**src/rtl/lcd_port_arbiter.sv**
```systemverilog
// Arbitrates the character-LCD write port between buffered PS2 keyboard bytes and CPU writes.
// Define LCD_ARB_CPU_PRIO_EN for fixed CPU priority; the default build is round-robin.
module lcd_port_arbiter #(
  parameter int unsigned PS2_FIFO_DEPTH = 4,
  parameter int unsigned HOLD_CYCLES    = 16
) (
  input  logic        clock,
  input  logic        reset,
  input  logic        ps2_key_pressed,
  input  logic [7:0]  ps2_key_data,
  input  logic        cpu_write_en,
  input  logic [31:0] cpu_write_data,
  output logic        cpu_write_ready,
  output logic        lcd_write_en,
  output logic [7:0]  lcd_write_data,
  output logic        ps2_overflow,
  output logic        busy
);

  localparam int unsigned AddrW = (PS2_FIFO_DEPTH > 1) ? $clog2(PS2_FIFO_DEPTH) : 1;
  localparam int unsigned CntW  = AddrW + 1;
  localparam int unsigned HoldW = (HOLD_CYCLES > 1) ? $clog2(HOLD_CYCLES) : 1;

  typedef enum logic [0:0] {StIdle, StHold} state_e;

  state_e             state_q, state_d;
  logic [HoldW-1:0]   cnt_q, cnt_d;
  logic [7:0]         fifo_q [PS2_FIFO_DEPTH];
  logic [AddrW-1:0]   wr_ptr_q, rd_ptr_q;
  logic [CntW-1:0]    count_q;
  logic               fifo_full, fifo_empty;
  logic               push, pop, drop;
  logic               grant_ps2, grant_cpu;

  logic unused_cpu_hi;
  assign unused_cpu_hi = ^cpu_write_data[31:8];

  assign fifo_empty = (count_q == '0);
  assign fifo_full  = (count_q == CntW'(PS2_FIFO_DEPTH));

`ifdef LCD_ARB_CPU_PRIO_EN
  always_comb begin
    grant_ps2 = 1'b0;
    grant_cpu = 1'b0;
    if (state_q == StIdle) begin
      grant_cpu = cpu_write_en;
      grant_ps2 = !fifo_empty && !cpu_write_en;
    end
  end
`else
  // rr_last_q: 1 means the CPU won the most recent grant.
  logic rr_last_q;

  always_comb begin
    grant_ps2 = 1'b0;
    grant_cpu = 1'b0;
    if (state_q == StIdle) begin
      grant_ps2 = !fifo_empty && (!cpu_write_en || rr_last_q);
      grant_cpu = cpu_write_en && !grant_ps2;
    end
  end

  always_ff @(posedge clock) begin
    if (reset) begin
      rr_last_q <= 1'b1;
    end else if (grant_ps2 || grant_cpu) begin
      rr_last_q <= grant_cpu;
    end
  end
`endif

  assign cpu_write_ready = grant_cpu;
  assign busy            = (state_q == StHold);

  always_comb begin
    state_d = state_q;
    cnt_d   = cnt_q;
    unique case (state_q)
      StIdle: begin
        if (grant_ps2 || grant_cpu) begin
          state_d = StHold;
          cnt_d   = HoldW'(HOLD_CYCLES - 1);
        end
      end
      StHold: begin
        if (cnt_q == '0) begin
          state_d = StIdle;
        end else begin
          cnt_d = cnt_q - 1'b1;
        end
      end
      default: state_d = StIdle;
    endcase
  end

  always_ff @(posedge clock) begin
    if (reset) begin
      state_q <= StIdle;
      cnt_q   <= '0;
    end else begin
      state_q <= state_d;
      cnt_q   <= cnt_d;
    end
  end

  // A full FIFO still accepts a byte when the head is popped in the same cycle.
  assign pop  = grant_ps2;
  assign push = ps2_key_pressed && (!fifo_full || pop);
  assign drop = ps2_key_pressed && fifo_full && !pop;

  always_ff @(posedge clock) begin
    if (push) begin
      fifo_q[wr_ptr_q] <= ps2_key_data;
    end
  end

  always_ff @(posedge clock) begin
    if (reset) begin
      wr_ptr_q <= '0;
      rd_ptr_q <= '0;
      count_q  <= '0;
    end else begin
      if (push) begin
        wr_ptr_q <= wr_ptr_q + 1'b1;
      end
      if (pop) begin
        rd_ptr_q <= rd_ptr_q + 1'b1;
      end
      if (push && !pop) begin
        count_q <= count_q + 1'b1;
      end else if (pop && !push) begin
        count_q <= count_q - 1'b1;
      end
    end
  end

  always_ff @(posedge clock) begin
    if (reset) begin
      lcd_write_en   <= 1'b0;
      lcd_write_data <= 8'h00;
      ps2_overflow   <= 1'b0;
    end else begin
      lcd_write_en <= grant_ps2 || grant_cpu;
      if (grant_ps2) begin
        lcd_write_data <= fifo_q[rd_ptr_q];
      end else if (grant_cpu) begin
        lcd_write_data <= cpu_write_data[7:0];
      end
      if (drop) begin
        ps2_overflow <= 1'b1;
      end
    end
  end

endmodule

```
**config.mk**
```make
export PLATFORM = sky130hd
export DESIGN_NAME = lcd_port_arbiter
export DESIGN_NICKNAME = d
export VERILOG_FILES = /design/src/rtl/lcd_port_arbiter.sv
export SDC_FILE = /design/constraint.sdc
export NUM_CORES = 1
export LEC_CHECK = 0
export CAP_MARGIN = 15
export CORE_MARGIN = 5
export CORE_UTILIZATION = 42
export CTS_CLUSTER_DIAMETER = 50
export DETAILED_ROUTE_END_ITERATION = 8
export PLACE_DENSITY = 0.69
export SYNTH_ARGS = -nofsm -noshare
export SYNTH_HDL_FRONTEND = slang
export SYNTH_SLANG_ARGS = --single-unit
```
**constraint.sdc**
```tcl
create_clock -name clock -period 2.4 [get_ports clock]
set_input_delay 0.24 -clock clock [delete_from_list [all_inputs] [get_ports clock]]
set_output_delay 0.24 -clock clock [all_outputs]
set_load 0.005 [all_outputs]
```
* Word level (Yosys, flattened, before mapping)
Memory sizes are Yosys's and may differ from the RTL's. A register that Yosys moved wholly into a read port is not among the register bits.
Index checks and enable logic that the tools add are counted.
** Word-level totals
- Register bits after elaboration :: 23
- Latch bits :: 0
- Memory bits (writable) :: 32
- Bits in read-only memories :: 0
- Input bits :: 44
- Output and inout bits :: 12
- Logic and storage cells :: 56
- Memories kept :: 1
** Memory list
- fifo_q :: depth 4, width 8, read ports 1, clocked after Yosys merged registers in 1, wr ports 1, RTL line 28 : logic [7:0] fifo_q [PS2_FIFO_DEPTH];
** Operators by class
- $add $sub $neg :: 5
- $mul :: 0
- Div/mod/pow operators :: 0
- Magnitude comparators :: 0
- Eq/ne operators :: 3
- Shift operators :: 0
- Multiplexer cells :: 16
- Bitwise operators :: 1
- Reduce and logical (&&, ||, !) cells :: 21
** Operator list (number)
- 8-bit two-way mux :: 2
- 4-bit two-way mux :: 2
- 4-bit case mux with 2 select lines :: 1
- 1-bit logical AND :: 7
- 1-bit logical NOT :: 6
- 1-bit two-way mux :: 6
- 3-bit two-way mux :: 2
- 2-bit by 1-bit adder with 2-bit output, second input constant :: 2
- 4-bit logical NOT :: 1
- 2-bit two-way mux :: 2
- 2-bit nonzero test :: 2
- 4-bit by 1-bit subtractor with 4-bit output, second input constant :: 1
- 3-bit by 1-bit adder with 3-bit output, second input constant :: 1
- 3-bit == test, second input constant :: 1
- 3-bit logical NOT :: 1
- 1-bit logical OR :: 3
- 3-bit by 1-bit subtractor with 3-bit output, second input constant :: 1
- 2-bit by 1-bit inequality test with 1-bit output, second input constant :: 1
- 2-bit inequality test, second input constant :: 1
- 1-bit case mux with 2 select lines :: 1
- 2-bit AND reduction :: 1
- 1-bit inverter :: 1

* Longest topological paths before layout
Gate-level depths: netlist (run 1).
- Word-level depth :: 10
- Depth in mapped cells :: 10
- Gate-level depth less buffers :: 9

* Worst setup path before layout (run 1)
No wires, ideal clock.
- Kind :: register to register
- Start :: register state_q, in the netlist busy
- End :: register count_q[2]
- Setup time :: 71 ps
- Arrival time :: 2269 ps
- Required time :: 2329 ps
- Setup slack :: 59 ps
- Cell stages (with the launch flop) :: 10
- Buffers on the path :: 1
- Period minus slack after synthesis :: 2341 ps
- Path through :: dfxtp_1 -> buf_2 -> o211ai_1 -> and2_1 -> ha_1 -> inv_1 -> fa_1 -> xor2_1 -> or3_2 -> a21oi_1
** Between the ends
- Cells in the longest elaborated chain, start to end :: 6
- Elaborated cells on any way between the ends :: 9
- Classes of those cells :: 2 x mux; 7 x reduce/logical
** RTL lines
- start, declared :: RTL line 26 : state_e state_q, state_d;
- start signal, assigned :: RTL line 98 : state_q <= StIdle;
- start signal, assigned :: RTL line 101 : state_q <= state_d;
- 1-bit two-way mux (*) :: RTL line 57 : if (state_q == StIdle) begin
- 1-bit logical OR (*) :: RTL line 108 : assign push = ps2_key_pressed && (!fifo_full || pop);
- 1-bit logical AND (*) :: RTL line 108
- via push :: RTL line 32 : logic push, pop, drop;
- 1-bit logical NOT :: RTL line 131 : end else if (pop && !push) begin
- 1-bit logical AND :: RTL line 131
- 2-bit nonzero test (no line)
- end signal, assigned :: RTL line 130 : count_q <= count_q + 1'b1;
- end signal, assigned :: RTL line 132 : count_q <= count_q - 1'b1;
- end, declared :: RTL line 30 : logic [CntW-1:0] count_q;
The timed path passes the listed nets; every way through them passes the cells marked *.
A chain may end at the register's enable or synchronous reset.

* Final worst setup path (run 1)
- Start :: register count_q[0]
- End :: register count_q[2]
** Between the ends
- Cells in the longest elaborated chain, start to end :: 9
- Elaborated cells on any way between the ends :: 17
- Classes of those cells :: 2 x add/sub; 1 x eq/ne; 3 x mux; 11 x reduce/logical
** RTL lines
- 3-bit logical NOT :: RTL line 38 : assign fifo_empty = (count_q == '0);
- 1-bit logical NOT :: RTL line 58 : grant_ps2 = !fifo_empty && (!cpu_write_en || rr_last_q);
- 1-bit logical AND :: RTL line 58
- 1-bit two-way mux :: RTL line 57
- 1-bit logical OR (*) :: RTL line 108
- 1-bit logical AND (*) :: RTL line 108
- via push :: RTL line 32
- 1-bit logical NOT :: RTL line 131
- 1-bit logical AND :: RTL line 131
- 2-bit nonzero test (no line)
The timed path passes the listed nets; every way through them passes the cells marked *. The select of a mux whose other input is x is not followed.

==> summary.md, run 1 <==
| Metric | Value |
|---|---|
| Reg-to-reg critical path endpoint | count_q[2] |
| Least setup slack across all paths after layout | 150 ps |
| Net count after synthesis | 218 |
| RSZ-0062 raised after global routing | no |
| Logic depth of the worst register-to-register path | 9 |
| Post-synth EDFFs | 32 |
| Proportion of synthesized flip-flops having asynchronous set or reset | 0 |
| Mapped Cells | 166 |
| Via-to-Cell Ratio | 4.98 |
| ANT cells | 0 |
| Mapped Avg Cell Area | between 10 and 15 um2 |
| Max Freq | 444 MHz |
| Largest voltage drop on the vdd net | roughly 0.40 mV |
| Run status | completed |
| Number of buffers inserted by hold repair at cts | 0 |
| Data arrival time of the critical path | 2500 ps |
| Worst-case register-to-register setup slack | 150 ps |
| Clock root buffer | clkbuf_8 |
| IO Pins | 56 |
| DRT antenna net count | 0 |
| WL met2 | about 2200 um |
| Cells after DPL | 270 |
| Startpoint-to-endpoint class of the critical path | reg -> reg |
| Via Count | about 1400 |
| Total CTS buffers | 9 |
| Row cnt | 27 |
| Endpoint of the worst hold path | lcd_write_en |
| Kind of launch point of the worst setup path | register |
| DRT met1 WL | 1860 um |
| Post-Syn Area | between 2000 and 2500 um2 |
| Critical hold path startpoint | cpu_write_en |
| Synthesis-stage register bit count | 57 |
| # clock sinks | 57 |
| Transition time of the tightest slew-check pin | 554 ps |
| Count of nets after finishing | ~260 |
| Y dimension of the die | 85.4 um |
| Total power per unit cell area | 1060 nW/um2 |
| Clk pin slew, worst setup/hold paths | ~60 ps |
| Final setup viols | 0 |
| Maximum buffer depth of the clock tree | 2 |
| Worst slew margin | 0.629 |
| Critical Path Sink Type | register |
| Required @ worst endpoint | 2650 ps |
| Remaining design rule violation count | 0 |
| LEAKAGE | 1.11 nW |
| Top layer reached by signal wires | met4 |
| Placeable core area | roughly 5500 um2 |
| Port Buf Inserts | 31 |
| Min-delay worst type | in -> reg |
| Die extent in x | 85.4 um |
| Maximum number of pins on one net before global-route repair | 19 |
| Max-slew violation count | 0 |
| Die Outline Area | 7290 um2 |
| Peak fanout along the critical path | 5 |
| Iteration-0 DRC Markers | 53 |
| Starting utilization of the core area | 0.434 |
| WL final | 4300 um |
| Global-route wire length before repair | 7070 um |
| Detailed route wirelength on metal3 | 207 um |
| Synthesis Warnings | 0 |
| Total overflow reported by the global router | 0 |
| Final hold violation count | 0 |
| Placer Congestion | about 0.71 |
| Overall global routing resource usage | 0.129 |
| Crit share post-route | 0.938 |
| Layout cells sized above 1 | 0.223 |
| Yosys cell types | 37 |
| Share of the yosys chip area belonging to registers | 0.612 |
| Number of global-route vias before repair | 1494 |
| MaxCap Viol Count | 0 |
| Antenna violations before repair | 0 |
| Worst setup skew after layout | between 5 and 6 ps |
| H-tree lvl count | 3 |
| Post-DP HPWL | 3100 um |
| Worst slack, placed | -226 ps |
| Main synth FF type | edfxtp_1 |
| Hold Path Depth | 4 |
| Reg2Reg Launch Point | count_q[0] |
| Detailed-route wire length per cell | 15.0 um |
| Clock period minus final worst setup slack | 2250 ps |
| Source-to-sink clock delay at the later pin of the worst-skew pair | 330 ps |
| Final std cells w/o fill | 287 |
| Area growth from synthesis to layout | 27.1% |
| CTS tree | built |
| Number of detailed-routing iterations run before antenna repair | 4 |
-- registers in the layout, summed over array words and instances, names as in the netlist, named ones only --
name,count
fifo_q,32
wr_ptr_q,2
lcd_write_en,1
busy,1
ps2_overflow,1
rr_last_q,1
lcd_write_data,8
cnt_q,4
count_q,3
rd_ptr_q,2
-- synth_stat cells (4+ instances only) --
master     n  area (um2)
a211oi_2   8         100
a21oi_1    4        20.0
and3_1     4        25.0
clkbuf_1   4        15.0
dfxtp_1   25         500
edfxtp_1  32         961
ha_1       7        87.6
inv_1      7        26.3
mux2i_1   10         100
mux4_2     8         180
nand2b_1   4        25.0
nor2_1    16        60.1
nor2b_1    4        25.0
-- cells in the final DEF (no fill, tap or decap), types with 2 or more instances in the layout --
cell type and n:
edfxtp_1 32, clkdlybuf4s50_1 30, dfxtp_1 25, nor2_1 16, buf_4 11, mux2i_1 10
clkbuf_8 10, mux4_2 8, a211oi_2 8, inv_1 7, ha_1 7, and3_1 4
nand2b_1 4, nor2b_1 3, xor2_1 3, o21ai_0 3, a21oi_1 3, nor3_1 2
a311oi_1 2, a211oi_1 2, clkinv_2 2
-- final cells by class --
cell class	count	area (um2)
Fill cell	434	2470
Sequential cell	57	1460
Multi-Input combinational cell	93	848
Timing Repair Buffer	42	395
Clock buffer	12	166
Tap cell	72	90.1
Clock inverter	4	48.8
Inverter	7	26.3
-- metal layers --
| metal | vias up | track usage |
|---|---|---|
| met5 | - | 0 |
| met4 | 0 | 0.0691 |
| met3 | 4 | 0.0485 |
| met2 | 30 | 0.208 |
| met1 | 689 | 0.149 |
| li1 | 705 | - |
-- what timing repair did --
action | CTS | global route
endpoints found under the hold margin | 0 | 0
setup endpoints to repair | 0 | 1
gates resized for setup | 0 | 4
buffers inserted | 0 | 1
-- power by group --
part / internal (mW) / switching (mW)
registers: 1.22 / 0.146
clock network: 0.569 / 0.365
logic: 0.509 / 0.415
total: 2.30 / 0.926
-- worst max-delay path by stage --
stage,start,to,slack (ps),depth (start not counted)
after floorplan,busy,count_q[2],60,9
after global placement,cpu_write_en,count_q[2],-160,10
after detailed placement,cpu_write_en,count_q[2],-230,10
after CTS,cpu_write_en,count_q[2],90,10
after global routing,count_q[0],count_q[2],20,9
final,count_q[0],count_q[2],150,9
-- through the flow --
step | setup TNS [ps] | power [mW] | hold slack, ps | area (um2) | util
global route | 0 | 3.42 | 417 | 3040 | 0.551
floorplan | 0 | 2.00 | 339 | 2390 | -
global placement | -162 | 2.25 | 437 | 2800 | 0.509
finish | 0 | 3.22 | 352 | 3040 | 0.551
detailed placement | -226 | 2.30 | 440 | 2800 | 0.509
CTS | 0 | 3.24 | 447 | 3020 | 0.548
-- critical path: stages, from the launching register on --
cell and delay [ps]:
dfxtp_1 460, nor2_1 100, o211ai_1 130, and2_4 190, ha_1 160, inv_1 60
fa_1 370, xor2_1 160, or3_2 420, a21oi_2 130
-- kinds of logic (layout without fill, tap and decap cells) --
family	after synthesis	in the layout	share of synthesized area
xor+xnor	4	4	0.0147
buf+inv	16	65	0.0367
flops	57	57	0.612
fa+ha+maj	8	8	0.0450
simple gates	40	40	0.0912
mux	18	18	0.117
compound gates	23	23	0.0833
(Power assumes the default switching activity.)
==> run 2, diff against run 1 <==
--- a/config.mk
+++ b/config.mk
@@ -7,10 +7,10 @@
 export LEC_CHECK = 0
 export CAP_MARGIN = 15
 export CORE_MARGIN = 5
-export CORE_UTILIZATION = 42
+export CORE_UTILIZATION = 35
 export CTS_CLUSTER_DIAMETER = 50
 export DETAILED_ROUTE_END_ITERATION = 8
-export PLACE_DENSITY = 0.69
+export PLACE_DENSITY = 0.65
 export SYNTH_ARGS = -nofsm -noshare
 export SYNTH_HDL_FRONTEND = slang
 export SYNTH_SLANG_ARGS = --single-unit
==> run 2 against run 1 <==
  * Die area is 18% higher
  * Hold slack better by 96 ps
  * Combinational power is 0.8% lower
  * Non-clock buffer count is 1 lower
  * Clock skew is 5.0 ps higher
  * Total power is 2.6% lower
  * Fmax is 2.9% lower
  * Cell area is 0.91% lower
  * Count of clock-buffer cells in the layout is 2 lower
  * Cell count is 2.4% higher
  * First-iteration DRC count is 5.7% higher
  * Sequential power hardly changed
  * Highest routed layer unchanged
==> summary.md, run 2 (synthesized netlist as in run 1, its figures left out) <==
| Metric | Value |
|---|---|
| Worst slack, placed | -225 ps |
| Worst Setup EP | count_q[2] |
| Source of the critical timing path | cpu_write_en |
| Number of flip-flops under the largest register name | 32 |
| Reg-to-reg critical path endpoint | count_q[2] |
| Logic depth of the worst register-to-register path | 9 |
| Total CTS buffers | 9 |
| Final hold violation count | 0 |
| Hold Path Depth | 2 |
| Maximum number of pins on one net before global-route repair | 21 |
| Reg2Reg Launch Point | count_q[1] |
| WL met2 | 1930 um |
| Transition time of the tightest slew-check pin | ~530 ps |
| Total power per unit cell area | 1040 nW/um2 |
| Startpoint-to-endpoint class of the critical path | in -> reg |
| Area of combinational cells with multiple inputs | 840 um2 |
| Fill cell count | 603 |
| Clock root buffer | clkbuf_8 |
| Worst-case register-to-register setup slack | 180 ps |
| Commonest cells after routing, fill and taps aside | edfxtp_1, clkdlybuf4s50_1, dfxtp_1 |
| Die extent in x | 92.6 um |
| Post-route core utilization | 0.448 |
| Data arrival time of the critical path | 2570 ps |
| Row cnt | 30 |
| Post-DP HPWL | a little under 3000 um |
| Sum Neg Setup Slack | 0 ps |
| CTS tree | built |
| Worst hold margin | 448 ps |
| Max Freq | roughly 430 MHz |
| Antenna violations before repair | 0 |
| Largest voltage drop on the vdd net | 0.420 mV |
| Clock period minus final worst setup slack | 2320 ps |
| Clk pin slew, worst setup/hold paths | 60 ps |
| LEAKAGE | between 1 and 1.5 nW |
| Slowest cell delay on critical path | 450 ps |
| Via-to-Cell Ratio | around 4.8 |
| Critical Path Stages | 10 |
| Worst setup skew after layout | between 10 and 15 ps |
| Top layer reached by signal wires | met4 |
| Maximum buffer depth of the clock tree | 2 |
| Y dimension of the die | 92.6 um |
| Iteration-0 DRC Markers | 56 |
| Detailed-route wire length per cell | 13.9 um |
| # clock sinks | 57 |
| Detailed route wirelength on metal3 | about 160 um |
| IO Pins | 56 |
| Required @ worst endpoint | 2650 ps |
| Max-slew violation count | 0 |
| Placeable core area | 6720 um2 |
| RSZ-0062 raised after global routing | no |
| Number of buffers inserted by hold repair at cts | 0 |
| Count of nets after finishing | around 260 |
| Number of global-route vias before repair | 1420 |
| Remaining design rule violation count | 0 |
| Top Family by Delay on Critical Path | simple AND/OR/NAND/NOR gates |
| Overall global routing resource usage | 0.106 |
| Global-route wire length before repair | 6870 um |
| Most frequent standard cell in the layout excluding fill and tap cells | edfxtp_1 |
| Final setup viols | 0 |
| Critical Path Sink Type | register |
| Layout cells sized above 1 | 0.206 |
| Kind of launch point of the worst setup path | input port |
| Via Count | ~1400 |
| DRT met1 WL | around 1900 um |
| ANT cells | 0 |
| Seq. cell area | 1460 um2 |
| Cells after DPL | 278 |
| Total overflow reported by the global router | 0 |
| Final std cells w/o fill | 294 |
| Post CTS Setup Buffer Count | 0 |
| Number of detailed-routing iterations run before antenna repair | 3 |
| Worst slew margin | 0.649 |
| Area growth from synthesis to layout | 26.0% |
| Crit share post-route | 0.966 |
| Ordered list of cells on the worst path | clkdlybuf4s50_1 -> nor2b_1 -> o211ai_1 -> and2_1 -> ha_1 -> inv_1 -> fa_1 -> xor2_1 -> or3_2 -> a21oi_1 |
| MaxCap Viol Count | 0 |
| Run status | completed |
| Port Buf Inserts | 31 |
| DRT antenna net count | 0 |
| H-tree lvl count | 3 |
| Die Outline Area | 8580 um2 |
| Placer Congestion | roughly 0.73 |
| Least setup slack across all paths after layout | 81.7 ps |
| Source-to-sink clock delay at the later pin of the worst-skew pair | 330 ps |
| Slowest stage cell, crit path | clkdlybuf4s50_1 |
| Starting utilization of the core area | 0.355 |
| Crit path buffers/inverters | 2 |
| Top reg by flops | fifo_q |
| Peak fanout along the critical path | 3 |
| WL final | 4070 um |
| Largest registers in the final layout | fifo_q (32), lcd_write_data (8), cnt_q (4) |
| Min-delay worst type | reg -> reg |
==> run 2: through the flow <==
step                instance area [um2]  total power [mW]
floorplan                          2390              2.00
global placement                   2810              2.28
detailed placement                 2810              2.31
CTS                                3010              3.18
global route                       3010              3.35
finish                             3010              3.14
==> run 2: routing by layer <==
metal	vias up	GRT usage
li1	704	-
met1	666	0.128
met2	28	0.164
met3	8	0.0317
met4	0	0.0659
met5	-	0
==> run 2: layout make-up <==
type                            instances  area share
Inverter                                7     0.00873
Timing Repair Buffer                   41       0.128
Tap cell                               80      0.0333
Multi-Input combinational cell         93       0.279
Clock buffer                           10      0.0424
Sequential cell                        57       0.486
Clock inverter                          6      0.0225
==> run 2: how the worst min path moves through the flow <==
| stage | start | endpoint | slack (ps) |
|---|---|---|---|
| after floorplan | ps2_key_data[0] | fifo_q[0][0] | 340 |
| after global placement | ps2_overflow | ps2_overflow | 440 |
| after detailed placement | ps2_overflow | ps2_overflow | 440 |
| after CTS | ps2_overflow | ps2_overflow | 450 |
| after global routing | ps2_overflow | ps2_overflow | 490 |
| final | ps2_overflow | ps2_overflow | 450 |
==> run 2: repair_timing <==
| action | 4_1_cts | 5_1_grt |
|---|---|---|
| endpoints found under the setup margin | 0 | 1 |
| endpoints found under the hold margin | 0 | 0 |
| resized for setup | 0 | 1 |
==> run 2: power by group <==
part	switching, mW	internal [mW]
clock network	0.385	0.483
logic	0.404	0.512
registers	0.136	1.22
==> run 2: worst min-delay path: cells and delay by family (launching register included) <==
family          cells  cell delay (ps)
compound gates      1               50
buf+inv             1               50
flops               1              310
==> run 3, diff against run 2 <==
--- a/config.mk
+++ b/config.mk
@@ -11,6 +11,7 @@
 export CTS_CLUSTER_DIAMETER = 50
 export DETAILED_ROUTE_END_ITERATION = 8
 export PLACE_DENSITY = 0.65
+export SLEW_MARGIN = 15
 export SYNTH_ARGS = -nofsm -noshare
 export SYNTH_HDL_FRONTEND = slang
 export SYNTH_SLANG_ARGS = --single-unit
==> results of run 3 <==
Final layout, timing and power as in run 2 (identical DEF).
